$ cat src/rtl/fetch_stage_if.sv
// ---------------------------------------------------------------------------
// fetch_stage_if
// Groups the fetch stage's bus, redirect and decode-side handshake signals.
//   ireq_valid/ireq_addr       : instruction-bus request (fetch -> bus)
//   iresp_data_ok/iresp_data   : instruction-bus response (bus -> fetch)
//   redirect_valid/redirect_pc : PC redirect from execute
//   out_valid/out_ready        : valid/ready handshake toward decode
//   out_pc/out_instr/out_misalign : head entry of the fetch queue
// modport master : the fetch stage itself
// modport slave  : its environment (bus, execute, decode)
// ---------------------------------------------------------------------------
interface fetch_stage_if;
    logic        ireq_valid;
    logic [63:0] ireq_addr;
    logic        iresp_data_ok;
    logic [31:0] iresp_data;
    logic        redirect_valid;
    logic [63:0] redirect_pc;
    logic        out_valid;
    logic        out_ready;
    logic [63:0] out_pc;
    logic [31:0] out_instr;
    logic        out_misalign;

    modport master (
        output ireq_valid, ireq_addr,
        input  iresp_data_ok, iresp_data,
        input  redirect_valid, redirect_pc,
        output out_valid, out_pc, out_instr, out_misalign,
        input  out_ready
    );

    modport slave (
        input  ireq_valid, ireq_addr,
        output iresp_data_ok, iresp_data,
        output redirect_valid, redirect_pc,
        input  out_valid, out_pc, out_instr, out_misalign,
        output out_ready
    );
endinterface

$ cat src/rtl/fetch_stage.sv
// ---------------------------------------------------------------------------
// fetch_stage
// Instruction-fetch stage feeding the decoder. Holds the PC, runs one
// instruction-bus transaction at a time and buffers returned words in a
// 2-entry (pc, instr, misalign) queue presented through a valid/ready port.
// Redirects from execute flush the queue and discard wrong-path words,
// including a response that is still in flight (DRAIN state).
// Ports:
//   clk   : clock, rising edge
//   reset : asynchronous, active-high
//   fif   : fetch_stage_if.master (bus request/response, redirect, decode port)
// ---------------------------------------------------------------------------
module fetch_stage #(
    parameter logic [63:0] RESET_PC = 64'h0000_0000_8000_0000,
    parameter int          QDEPTH   = 2
) (
    input  logic          clk,
    input  logic          reset,
    fetch_stage_if.master fif
);

    typedef enum logic [1:0] {
        ST_FETCH = 2'd0,
        ST_DRAIN = 2'd1,
        ST_HALT  = 2'd2
    } state_t;

    state_t      state_reg;
    logic        run_reg;      // low until the first edge after reset release
    logic [63:0] pc_reg;       // fetch PC; in DRAIN it is the abandoned address
    logic [63:0] target_reg;   // redirect target latched while draining
    logic        head_reg;
    logic [1:0]  count_reg;

    logic [63:0] q_pc_reg    [QDEPTH];
    logic [31:0] q_instr_reg [QDEPTH];
    logic        q_mis_reg   [QDEPTH];

    logic        aligned;
    logic        req_valid;
    logic        accept;
    logic        flush;
    logic        pop;
    logic        push_data;
    logic        push_mis;
    logic        push;
    logic        tail;
    logic [31:0] push_instr;

    assign aligned = (pc_reg[1:0] == 2'b00);

    // No request in the reset-release cycle, so a stale strobe arriving
    // right after reset can never be mistaken for a response.
    assign req_valid = run_reg &&
                       (((state_reg == ST_FETCH) && (count_reg < 2'd2) && aligned) ||
                        (state_reg == ST_DRAIN));

    assign accept = req_valid && fif.iresp_data_ok;
    assign flush  = fif.redirect_valid;
    assign pop    = (count_reg != 2'd0) && fif.out_ready && !flush;

    // In FETCH a live request implies an aligned PC, so accept alone marks data.
    assign push_data  = !flush && (state_reg == ST_FETCH) && accept;
    assign push_mis   = !flush && run_reg && (state_reg == ST_FETCH) && !aligned &&
                        (count_reg < 2'd2);
    assign push       = push_data || push_mis;
    assign push_instr = push_mis ? 32'h0 : fif.iresp_data;

    // Pushes only happen at count<2, so the free slot is head+count.
    assign tail = head_reg ^ count_reg[0];

    assign fif.ireq_valid   = req_valid;
    assign fif.ireq_addr    = req_valid ? pc_reg : 64'h0;
    assign fif.out_valid    = (count_reg != 2'd0);
    assign fif.out_pc       = (count_reg != 2'd0) ? q_pc_reg[head_reg]    : 64'h0;
    assign fif.out_instr    = (count_reg != 2'd0) ? q_instr_reg[head_reg] : 32'h0;
    assign fif.out_misalign = (count_reg != 2'd0) ? q_mis_reg[head_reg]   : 1'b0;

    generate
        for (genvar gi = 0; gi < QDEPTH; gi++) begin : g_entry
            always_ff @(posedge clk or posedge reset) begin
                if (reset) begin
                    q_pc_reg[gi]    <= 64'h0;
                    q_instr_reg[gi] <= 32'h0;
                    q_mis_reg[gi]   <= 1'b0;
                end else if (push && (tail == 1'(gi))) begin
                    q_pc_reg[gi]    <= pc_reg;
                    q_instr_reg[gi] <= push_instr;
                    q_mis_reg[gi]   <= push_mis;
                end
            end
        end
    endgenerate

    always_ff @(posedge clk or posedge reset) begin
        if (reset) begin
            state_reg  <= ST_FETCH;
            run_reg    <= 1'b0;
            pc_reg     <= RESET_PC;
            target_reg <= 64'h0;
            head_reg   <= 1'b0;
            count_reg  <= 2'd0;
        end else begin
            run_reg <= 1'b1;
            if (flush) begin
                head_reg  <= 1'b0;
                count_reg <= 2'd0;
                if (req_valid && !fif.iresp_data_ok) begin
                    // Response still owed: keep the request up, finish it later.
                    target_reg <= fif.redirect_pc;
                    state_reg  <= ST_DRAIN;
                end else begin
                    pc_reg    <= fif.redirect_pc;
                    state_reg <= ST_FETCH;
                end
            end else begin
                count_reg <= count_reg + {1'b0, push} - {1'b0, pop};
                head_reg  <= head_reg ^ pop;
                case (state_reg)
                    ST_FETCH: begin
                        if (push_data) begin
                            pc_reg <= pc_reg + 64'd4;
                        end
                        if (push_mis) begin
                            state_reg <= ST_HALT;
                        end
                    end
                    ST_DRAIN: begin
                        if (accept) begin
                            pc_reg    <= target_reg;
                            state_reg <= ST_FETCH;
                        end
                    end
                    ST_HALT: begin
                        state_reg <= ST_HALT;
                    end
                    default: begin
                        state_reg <= ST_FETCH;
                    end
                endcase
            end
        end
    end

endmodule

$ cat src/flat_wrapper.sv
// flat-port wrapper written by rule: the top's interface ports become plain ports
module fetch_stage_flat 
#(
    parameter logic [63:0] RESET_PC = 64'h0000_0000_8000_0000,
    parameter int          QDEPTH   = 2
)
  (clk, reset, fif_ireq_valid, fif_ireq_addr, fif_iresp_data_ok, fif_iresp_data, fif_redirect_valid, fif_redirect_pc, fif_out_valid, fif_out_pc, fif_out_instr, fif_out_misalign, fif_out_ready);
  fetch_stage_if fif_i ();
  input  logic clk;
  input  logic reset;
  output wire logic [$bits(fif_i.ireq_valid)-1:0] fif_ireq_valid;
  output wire logic [$bits(fif_i.ireq_addr)-1:0] fif_ireq_addr;
  input wire logic [$bits(fif_i.iresp_data_ok)-1:0] fif_iresp_data_ok;
  input wire logic [$bits(fif_i.iresp_data)-1:0] fif_iresp_data;
  input wire logic [$bits(fif_i.redirect_valid)-1:0] fif_redirect_valid;
  input wire logic [$bits(fif_i.redirect_pc)-1:0] fif_redirect_pc;
  output wire logic [$bits(fif_i.out_valid)-1:0] fif_out_valid;
  output wire logic [$bits(fif_i.out_pc)-1:0] fif_out_pc;
  output wire logic [$bits(fif_i.out_instr)-1:0] fif_out_instr;
  output wire logic [$bits(fif_i.out_misalign)-1:0] fif_out_misalign;
  input wire logic [$bits(fif_i.out_ready)-1:0] fif_out_ready;
  assign fif_ireq_valid = fif_i.ireq_valid;
  assign fif_ireq_addr = fif_i.ireq_addr;
  assign fif_i.iresp_data_ok = fif_iresp_data_ok;
  assign fif_i.iresp_data = fif_iresp_data;
  assign fif_i.redirect_valid = fif_redirect_valid;
  assign fif_i.redirect_pc = fif_redirect_pc;
  assign fif_out_valid = fif_i.out_valid;
  assign fif_out_pc = fif_i.out_pc;
  assign fif_out_instr = fif_i.out_instr;
  assign fif_out_misalign = fif_i.out_misalign;
  assign fif_i.out_ready = fif_out_ready;
  fetch_stage #(.RESET_PC(RESET_PC), .QDEPTH(QDEPTH)) u_core (.clk(clk), .reset(reset), .fif(fif_i));
endmodule
$ cat config.mk
export PLATFORM = sky130hd
export DESIGN_NAME = fetch_stage_flat
export DESIGN_NICKNAME = d
export VERILOG_FILES = /design/src/rtl/fetch_stage_if.sv /design/src/rtl/fetch_stage.sv /design/src/flat_wrapper.sv
export SDC_FILE = /design/constraint.sdc
export NUM_CORES = 1
export LEC_CHECK = 0
export CAP_MARGIN = 10
export CORE_UTILIZATION = 56
export CTS_CLUSTER_DIAMETER = 100
export DETAILED_ROUTE_END_ITERATION = 8
export DONT_BUFFER_PORTS = 1
export PLACE_DENSITY = 0.71
export SKIP_LAST_GASP = 1
export SYNTH_ARGS = -nofsm -noshare
export SYNTH_HDL_FRONTEND = slang
export SYNTH_SLANG_ARGS = --single-unit
$ cat constraint.sdc
create_clock -name clk -period 31.3 [get_ports clk]
set_input_delay 3.13 -clock clk [delete_from_list [all_inputs] [get_ports clk]]
set_output_delay 3.13 -clock clk [all_outputs]
set_load 0.005 [all_outputs]
-- Word-level counts from Yosys, hierarchy flattened
Cells that the tools add are included.
- register bits: 328
- bits of input ports: 101
- output and inout port bits: 163
- word-level logic and storage cells: 80
- add/subtract/negate cells: 3
- magnitude comparators: 2
- equal/unequal tests: 6
- mux-type cells: 26
- bitwise gates (word level): 4
- reduce and logical (&&, ||, !) cells: 27
- operators by type and width (operator ; number):
    2-to-1 mux 64 bit ; 9
    2-to-1 mux 32 bit ; 5
    one-hot mux 64 bit (2 select lines) ; 1
    adder 64 x 3 -> 64 bit (second input constant) ; 1
    logical AND 1 bit ; 15
    inequality test 3 x 2 -> 1 bit (second input constant) ; 3
    2-to-1 mux 2 bit ; 4
    2-to-1 mux 1 bit ; 6
    one-hot mux 2 bit (3 select lines) ; 1
    zero test 2 bit ; 2
    AND reduction 2 bit ; 2
    AND reduction 4 bit ; 1
    zero test 1 bit ; 3
    nonzero test 3 bit ; 1
    adder 2 x 1 -> 2 bit ; 1
    equality test 2 x 1 -> 1 bit (second input constant) ; 1
    equality test 2 bit (second input constant) ; 1
    greater-or-equal comparator 2 bit (second input constant) ; 1
    logical OR 1 bit ; 2
    < comparator 2 bit (second input constant) ; 1
    inequality test 2 bit (second input constant) ; 1
    inverter 1 -> 2 bit ; 1
    nonzero test 2 bit ; 1
    subtractor 2 x 1 -> 2 bit ; 1
    other kinds (2) ; 3

-- Depth between registers and ports, before layout
Gate-level depths: netlist of run 1.
- word-level depth: 11
- depth in mapped cells: 11
- depth with buffers taken out: 10

-- Least setup slack after synthesis of run 1
No wires, ideal clock.
- kind: input-to-reg
- start: input port fif_redirect_valid
- end: register u_core.count_reg[1]
- library setup time: 0.132 ns
- arrival time: 5.177 ns
- required time: 31.168 ns
- setup slack: 25.992 ns
- stages: 11
- path buffers: 4
- path through: clkbuf_1 -> clkbuf_1 -> clkbuf_1 -> buf_1 -> nor2_1 -> ha_1 -> inv_1 -> ha_1 -> xor2_1 -> xnor2_1 -> nor2_1
- longest elaborated chain between the ends: 9
- elaborated cells on any way between the ends: 12
- those cells by class: 2 x add/sub; 1 x mux; 9 x reduce/logical
- RTL lines (what ; RTL line ; RTL):
    start, declared ; flat_wrapper.sv:15 ; input wire logic [$bits(fif_i.redirect_valid)-1:0] fif_redirect_valid;
    zero test 1 bit ; fetch_stage.sv:60, fetch_stage.sv:63, fetch_stage.sv:64 ;
    logical AND 1 bit (4 in series) ; fetch_stage.sv:64 ; assign push_mis = !flush && run_reg && (state_reg == ST_FETCH) && !aligned &&
    logical OR 1 bit ; fetch_stage.sv:66 ; assign push = push_data || push_mis;
    adder 2 x 1 -> 2 bit ; fetch_stage.sv:117 ; count_reg <= count_reg + {1'b0, push} - {1'b0, pop};
    subtractor 2 x 1 -> 2 bit ; fetch_stage.sv:117 ;
    2-to-1 mux 2 bit (*) ; fetch_stage.sv:105 ; if (flush) begin
    end signal, assigned ; fetch_stage.sv:117 ;
    end, declared ; fetch_stage.sv:33 ; logic [1:0] count_reg;
Mark *: on every way between the ends. The rest lies on a longest branch, timed or not.
A chain may end at the register's enable or synchronous reset.

-- Final worst setup path of run 1
- start: register u_core.head_reg
- end: output port fif_out_pc[41]
- longest elaborated chain between the ends: 5
- RTL lines (what ; RTL line ; RTL):
    start, declared ; fetch_stage.sv:32 ; logic head_reg;
    start signal, assigned ; fetch_stage.sv:118 ; head_reg <= head_reg ^ pop;
    inverter 1 -> 2 bit (implied by the code) ; fetch_stage.sv:75 ; assign fif.out_pc = (count_reg != 2'd0) ? q_pc_reg[head_reg] : 64'h0;
    2-to-1 mux 64 bit (implied by the code) (3 in series) ; fetch_stage.sv:75 ;
    2-to-1 mux 64 bit ; fetch_stage.sv:75 ;
    end, declared ; flat_wrapper.sv:18 ; output wire logic [$bits(fif_i.out_pc)-1:0] fif_out_pc;
No other way between the ends. The select of a mux whose other input is x is not followed.

==> results of run 1 <==
## layout make-up
type	count	area share [%]
Inverter	20	0.451
Multi-Input combinational cell	1263	44.9
Sequential cell	328	44.8
Clock buffer	48	5.60
Timing Repair Buffer	19	0.847
Clock inverter	13	0.683
Tap cell	390	2.66
## worst min-delay path: cells and delay by family (launching register included)
family	cells	cell delay (ns)
simple gates	1	0.05
flops	1	0.34
compound gates	1	0.06
## per-layer routing
layer / share of wire, % / track usage, % / up-vias / routed length (um)
met3: 9.8 / 7.37 / 96 / 4570
met4: 2.5 / 8.91 / 2 / 1170
met2: 44 / 42.9 / 597 / 20300
met1: 44 / 43.4 / 6555 / 20400
li1: - / - / 6048 / -
met5: 0.028 / 0 / - / 13
## through the flow
step,worst slack (ns),cell area [sq um]
floorplan,19.09,17100
global placement,26.07,17200
detailed placement,25.98,17200
CTS,25.42,18300
global route,25.29,18300
finish,25.43,18300
## final timing paths
path / start / to / slack [ns] / depth (start not counted)
setup / recovery: u_core.head_reg$_DFF_PP0_ / fif_out_pc[41] / 25.43 / 3
hold / removal: u_core.q_instr_reg[59]$_DFFE_PP0P_ / u_core.q_instr_reg[59]$_DFFE_PP0P_ / 0.48 / 2
setup reg to reg: u_core.pc_reg[0]$_DFFE_PP0P_ / u_core.target_reg[55]$_DFFE_PP0P_ / 28.24 / 6
hold reg to reg: u_core.q_instr_reg[59]$_DFFE_PP0P_ / u_core.q_instr_reg[59]$_DFFE_PP0P_ / 0.48 / 2
max in group asynchronous: reset / u_core.target_reg[23]$_DFFE_PP0P_ / 26.99 / 2
min in group asynchronous: reset / u_core.q_instr_reg[61]$_DFFE_PP0P_ / 2.70 / 1
## Yosys cell counts (21+ instances only)
cell / count
a21oi_1: 48
and2_1: 70
buf_2: 29
clkbuf_1: 103
dfrtp_1: 327
mux2_2: 174
mux2i_1: 104
nand2_1: 235
nand3_1: 24
nand4_1: 44
nor2_1: 157
nor3_1: 23
nor4_1: 21
o21ai_0: 169
## power groups by stage
stage               clock [W]  sequential, W  combinational, W
detailed placement          0       0.000838          0.000577
finish               0.000418       0.000839          0.000577
floorplan                   0       0.000710          0.000524
CTS                  0.000423       0.000831          0.000580
global route         0.000437       0.000860          0.000644
global placement            0       0.000831          0.000551
## logic make-up after synthesis
group                    count (synthesis)
AO/OA/AOI/OAI                          321
XOR/XNOR                                 5
adder cells (fa/ha/maj)                  3
buffers and inverters                  176
flip-flops                             328
multiplexers                           278
other                                    1
AND/OR/NAND/NOR                        655
==> impl_metrics.json, run 1 <==
{
  "die_h_um": 177,
  "gp_congestion": 0.897,
  "rows": 63,
  "synthTopCellsByArea": "dfrtp_1 (48%), mux2_2 (11%), mux2i_1 (6.1%)",
  "cp_slowest_stage_delay_ns": 0.88,
  "combPwrFrac_pct": 31.5,
  "io_pins": 264,
  "rsz0062_at_grt": "no",
  "grt.total_usage_pct": 29.5,
  "dp_hpwl_mm": 31.0,
  "worst_slew_pin_slew_ns": 1.06,
  "synthXorXnorAreaFrac_pct": 0.256,
  "cts_tree": "yes",
  "internal-power_w": 0.00113,
  "clkPwrFrac_pct": 22.8,
  "leakagePower_nw": 7.67,
  "maxCapViolCount": 0,
  "p_sw_w": 0.000707,
  "hold_viol": 0,
  "cpMaxStageDelayCell": "dfrtp_4",
  "slew_headroom_pct": 29.6,
  "cts_max_path_buffers": 3,
  "post_cts_buffers": 0,
  "period_needed_ns": 5.87,
  "power_frac_seq_pct": 45.8,
  "drive_above_1_share_pct": 15.8,
  "cts_resized": 0,
  "coreArea_sq_um": 29900,
  "synth-compound-area-share_pct": 11.4,
  "first_global_vias": 12400,
  "synth_enable_flop_cells": 0,
  "fin_crit_sh_pct": 18.7,
  "endpoint_kind": "output port",
  "wire_per_inst_um": 22.3,
  "instances_no_fill": 2081,
  "syn_area_sq_um": 17100,
  "yosys_warnings": 0,
  "regArea_sq_um": 8210,
  "yosysTopAreaCell": "dfrtp_1",
  "synth_top_family_by_area": "simple AND/OR/NAND/NOR gates",
  "yosysSeqAreaShare_pct": 47.9,
  "firstDrtPassIters": 6,
  "area_growth_syn_to_layout_pct": 6.96,
  "path_delay_family": "flip-flops",
  "nets": 1772,
  "whs_ns": 0.478,
  "place_inst": 2020,
  "synth_cells": 1767,
  "drtIter0Drc": 1325,
  "final_util_pct": 61.3,
  "clk_pin_slew_worst_paths_ns": 0.06,
  "vias": 13300,
  "power_w": 0.00183,
  "path_class": "flip-flop to output port",
  "ir_drop_uv": 49.5,
  "async_flop_share_pct": 100,
  "switching_share_pct": 38.5,
  "multi_input_area_sq_um": 8240,
  "ys_ff_latch": 328,
  "clock.fmax_ghz": 0.170,
  "vias_per_cell": 6.39,
  "fin_tns_setup_ns": 0,
  "crit_path_cell_trace": "buf_4 -> mux2i_1 -> nor2_1",
  "finalSetupViolations": 0,
  "cts_hold_buffers": 0,
  "fill_cells": 2469,
  "yosys.area_share.simple_pct": 18.5,
  "wirelength_mm": 46.4,
  "status": "finished, final reports clean",
  "ant_nets": 0,
  "grt_pass1_wl_mm": 72.0,
  "insertion_delay_ns": 0.52,
  "die_x_um": 177,
  "fp.dieArea_sq_um": 31300,
  "crit_required_ns": 28.17,
  "syn-num-nets": 1871,
  "drc_errors": 0,
  "slew_viol_final": 0,
  "avgSynthCellArea_sq_um": 9.70,
  "grt_max_degree": 177,
  "synthAdderAreaFrac_pct": 0.219,
  "largest_reg_flops": 128,
  "antenna-diode-count": 0,
  "clock-sinks": 328,
  "hold_class": "flip-flop to flip-flop",
  "ctsRootBufferMaster": "clkbuf_16",
  "synth.area.mux_share_pct": 17.5,
  "start_kind": "flip-flop",
  "critPathBufInv": 1,
  "worst_ep_arrival_time_ns": 2.74,
  "initial_core_util_pct": 57.4,
  "layout_common_cells": "dfrtp_1 (326), nand2_1 (235), mux2_2 (174), o21ai_0 (169), nor2_1 (155)",
  "final_common_cell": "dfrtp_1",
  "grt_remaining_overflow": 0,
  "cts.htree.levels": 2,
  "synth_flop_cell": "dfrtp_1",
  "cts-buffers-inserted": 36,
  "ys_types": 69,
  "synth_top_cell_area_share_pct": 47.8,
  "finalClockSkew_ns": 0.0200,
  "antenna_found_initial": 1,
  "port_buffers": 0,
  "path_max_fanout": 62,
  "powerDensity_nw_per_um2": 100
}
No activity file was read; power rests on OpenSTA's default activity.
==> run 2, diff against run 1 <==
--- a/config.mk
+++ b/config.mk
@@ -10,7 +10,7 @@
 export CTS_CLUSTER_DIAMETER = 100
 export DETAILED_ROUTE_END_ITERATION = 8
 export DONT_BUFFER_PORTS = 1
-export PLACE_DENSITY = 0.71
+export PLACE_DENSITY = 0.74
 export SKIP_LAST_GASP = 1
 export SYNTH_ARGS = -nofsm -noshare
 export SYNTH_HDL_FRONTEND = slang
==> constraint.sdc (replaced) <==
create_clock -name clk -period 5.19 [get_ports clk]
set_input_delay 0.519 -clock clk [delete_from_list [all_inputs] [get_ports clk]]
set_output_delay 0.519 -clock clk [all_outputs]
set_load 0.005 [all_outputs]
==> run 2 against run 1 <==
Count of clock-buffer cells in the layout is 7 higher. Design area is 0.19% higher. Register-to-register slack worse by 26 ns. Routed wire length is 0.11% lower. Clock skew is 0.0028 ns lower. Worst setup slack worse by 24 ns. Flip-flop and latch count stayed put. Non-clock buffer count is 4 higher. Via count is 0.70% higher. Sequential power grew to 5.9 times the previous value. Utilization is 0.12 points higher. First-iteration DRC count is 1.2% lower.
==> impl_metrics.json, run 2 (synthesis gave the netlist of run 1 again) <==
{
  "grt_remaining_overflow": 0,
  "post_cts_buffers": 0,
  "power_w": 0.0110,
  "port_buffers": 0,
  "crit_required_ns": 4.67,
  "r2r-start": "u_core.pc_reg[23]$_DFFE_PP0P_",
  "io_pins": 264,
  "vias": 13400,
  "first_global_vias": 12400,
  "fp.dieArea_sq_um": 31300,
  "largest_reg_flops": 128,
  "coreArea_sq_um": 29900,
  "area_growth_syn_to_layout_pct": 7.16,
  "leakagePower_nw": 7.68,
  "grt_max_degree": 138,
  "path_class": "flip-flop to output port",
  "ctsRootBufferMaster": "clkbuf_16",
  "layout_common_cells": "dfrtp_1 (326), nand2_1 (235), mux2_2 (174), o21ai_0 (169), nor2_1 (155)",
  "maxCapViolCount": 0,
  "endpoint": "fif_out_pc[5]",
  "dpl_worst_slack_ns": 2.06,
  "wirelength_mm": 46.4,
  "rsz0062_at_grt": "no",
  "grt.total_usage_pct": 29.2,
  "drive_above_1_share_pct": 15.8,
  "dp_hpwl_mm": 31.1,
  "wire_per_inst_um": 22.2,
  "start_kind": "flip-flop",
  "reg2reg_depth": 5,
  "die_x_um": 177,
  "reg2reg_to": "u_core.pc_reg[53]$_DFFE_PP0P_",
  "antenna_found_initial": 2,
  "die_h_um": 177,
  "hold_viol": 0,
  "slew_viol_final": 0,
  "status": "finished, final reports clean",
  "rows": 63,
  "slew_headroom_pct": 19.6,
  "period_needed_ns": 3.39,
  "r2r_slack_ns": 2.07,
  "gp_congestion": 0.967,
  "fin_tns_setup_ns": 0,
  "vias_per_cell": 6.40,
  "drc_errors": 0,
  "nets": 1776,
  "worst_ep_arrival_time_ns": 2.87,
  "firstDrtPassIters": 8,
  "final_common_cell": "dfrtp_1",
  "grt_pass1_wl_mm": 71.3,
  "clock.fmax_ghz": 0.295,
  "cts-buffers-inserted": 36,
  "ant_nets": 0,
  "hold_class": "primary input to async pin",
  "endpoint_kind": "output port",
  "fin_crit_sh_pct": 65.3,
  "powerDensity_nw_per_um2": 599,
  "path_max_fanout": 54,
  "finalSetupViolations": 0,
  "cts_tree": "yes",
  "cts_max_path_buffers": 3,
  "clock-sinks": 328,
  "insertion_delay_ns": 0.52,
  "drtIter0Drc": 1309,
  "startpoint": "u_core.head_reg$_DFF_PP0_",
  "ir_drop_uv": 284,
  "fin_ws_ns": 1.80,
  "finalClockSkew_ns": 0.0171,
  "worst_slew_pin_slew_ns": 1.20,
  "cts_resized": 0,
  "cts.htree.levels": 2,
  "cts_hold_buffers": 0,
  "initial_core_util_pct": 57.4,
  "clk_pin_slew_worst_paths_ns": 0.06
}
run 2: cell count changes in the layout (fill, tap and decap cells not counted), sizes merged:
cell    change
buf         +3
bufinv      -1
clkbuf      +8
clkinv      -2
diode       +3
inv         -1
run 2: worst min-delay path by stage:
stage	end	from	slack (ns)
2_1_floorplan	u_core.q_instr_reg[32]$_DFFE_PP0P_	u_core.q_instr_reg[32]$_DFFE_PP0P_	0.45
3_3_place_gp	u_core.q_pc_reg[99]$_DFFE_PP0P_	u_core.q_pc_reg[99]$_DFFE_PP0P_	0.46
3_5_place_dp	u_core.q_instr_reg[40]$_DFFE_PP0P_	u_core.q_instr_reg[40]$_DFFE_PP0P_	0.47
4_1_cts	u_core.q_pc_reg[83]$_DFFE_PP0P_	reset	0.04
5_1_grt	u_core.q_pc_reg[83]$_DFFE_PP0P_	reset	0.08
6_report	u_core.q_pc_reg[83]$_DFFE_PP0P_	reset	0.03
run 2: cell type report:
cell class / instances / area, sq um
fillers: 2458 / 11500
multi-input cells: 1263 / 8240
well taps: 390 / 488
flip-flops and latches: 328 / 8210
diodes: 3 / 7.51
inverters: 20 / 78.8
repair buffers: 23 / 198
clock buffers: 55 / 1060
clock inverters: 9 / 77.6
run 2: critical path, cell delays in order, from the launching register on:
cell,delay (ns)
dfrtp_4,0.98
buf_4,0.85
mux2i_1,0.19
nor2_1,0.22
run 2: through the flow:
step	hold WS, ns	cell area (sq um)	util, %	cells
after floorplan	0.449	17100	-	1767
after global placement	0.460	17200	57.6	2023
after detailed placement	0.469	17200	57.6	2023
after CTS	0.0367	18300	61.4	2087
after global routing	0.0760	18400	61.4	2088
final	0.0333	18400	61.5	2091
run 2: report_power, final:
part	internal (W)	switching (W)
combinational	0.00157	0.00200
sequential	0.00375	0.00120
clock	0.00146	0.00101
total	0.00678	0.00421
run 2: metal layers:
layer	vias to the layer above	share of wire (%)	global-route usage, %
li1	6073	-	-
met5	-	0	0
met2	659	43	41.6
met3	107	10	7.75
met1	6552	44	42.8
met4	0	2.9	9.70
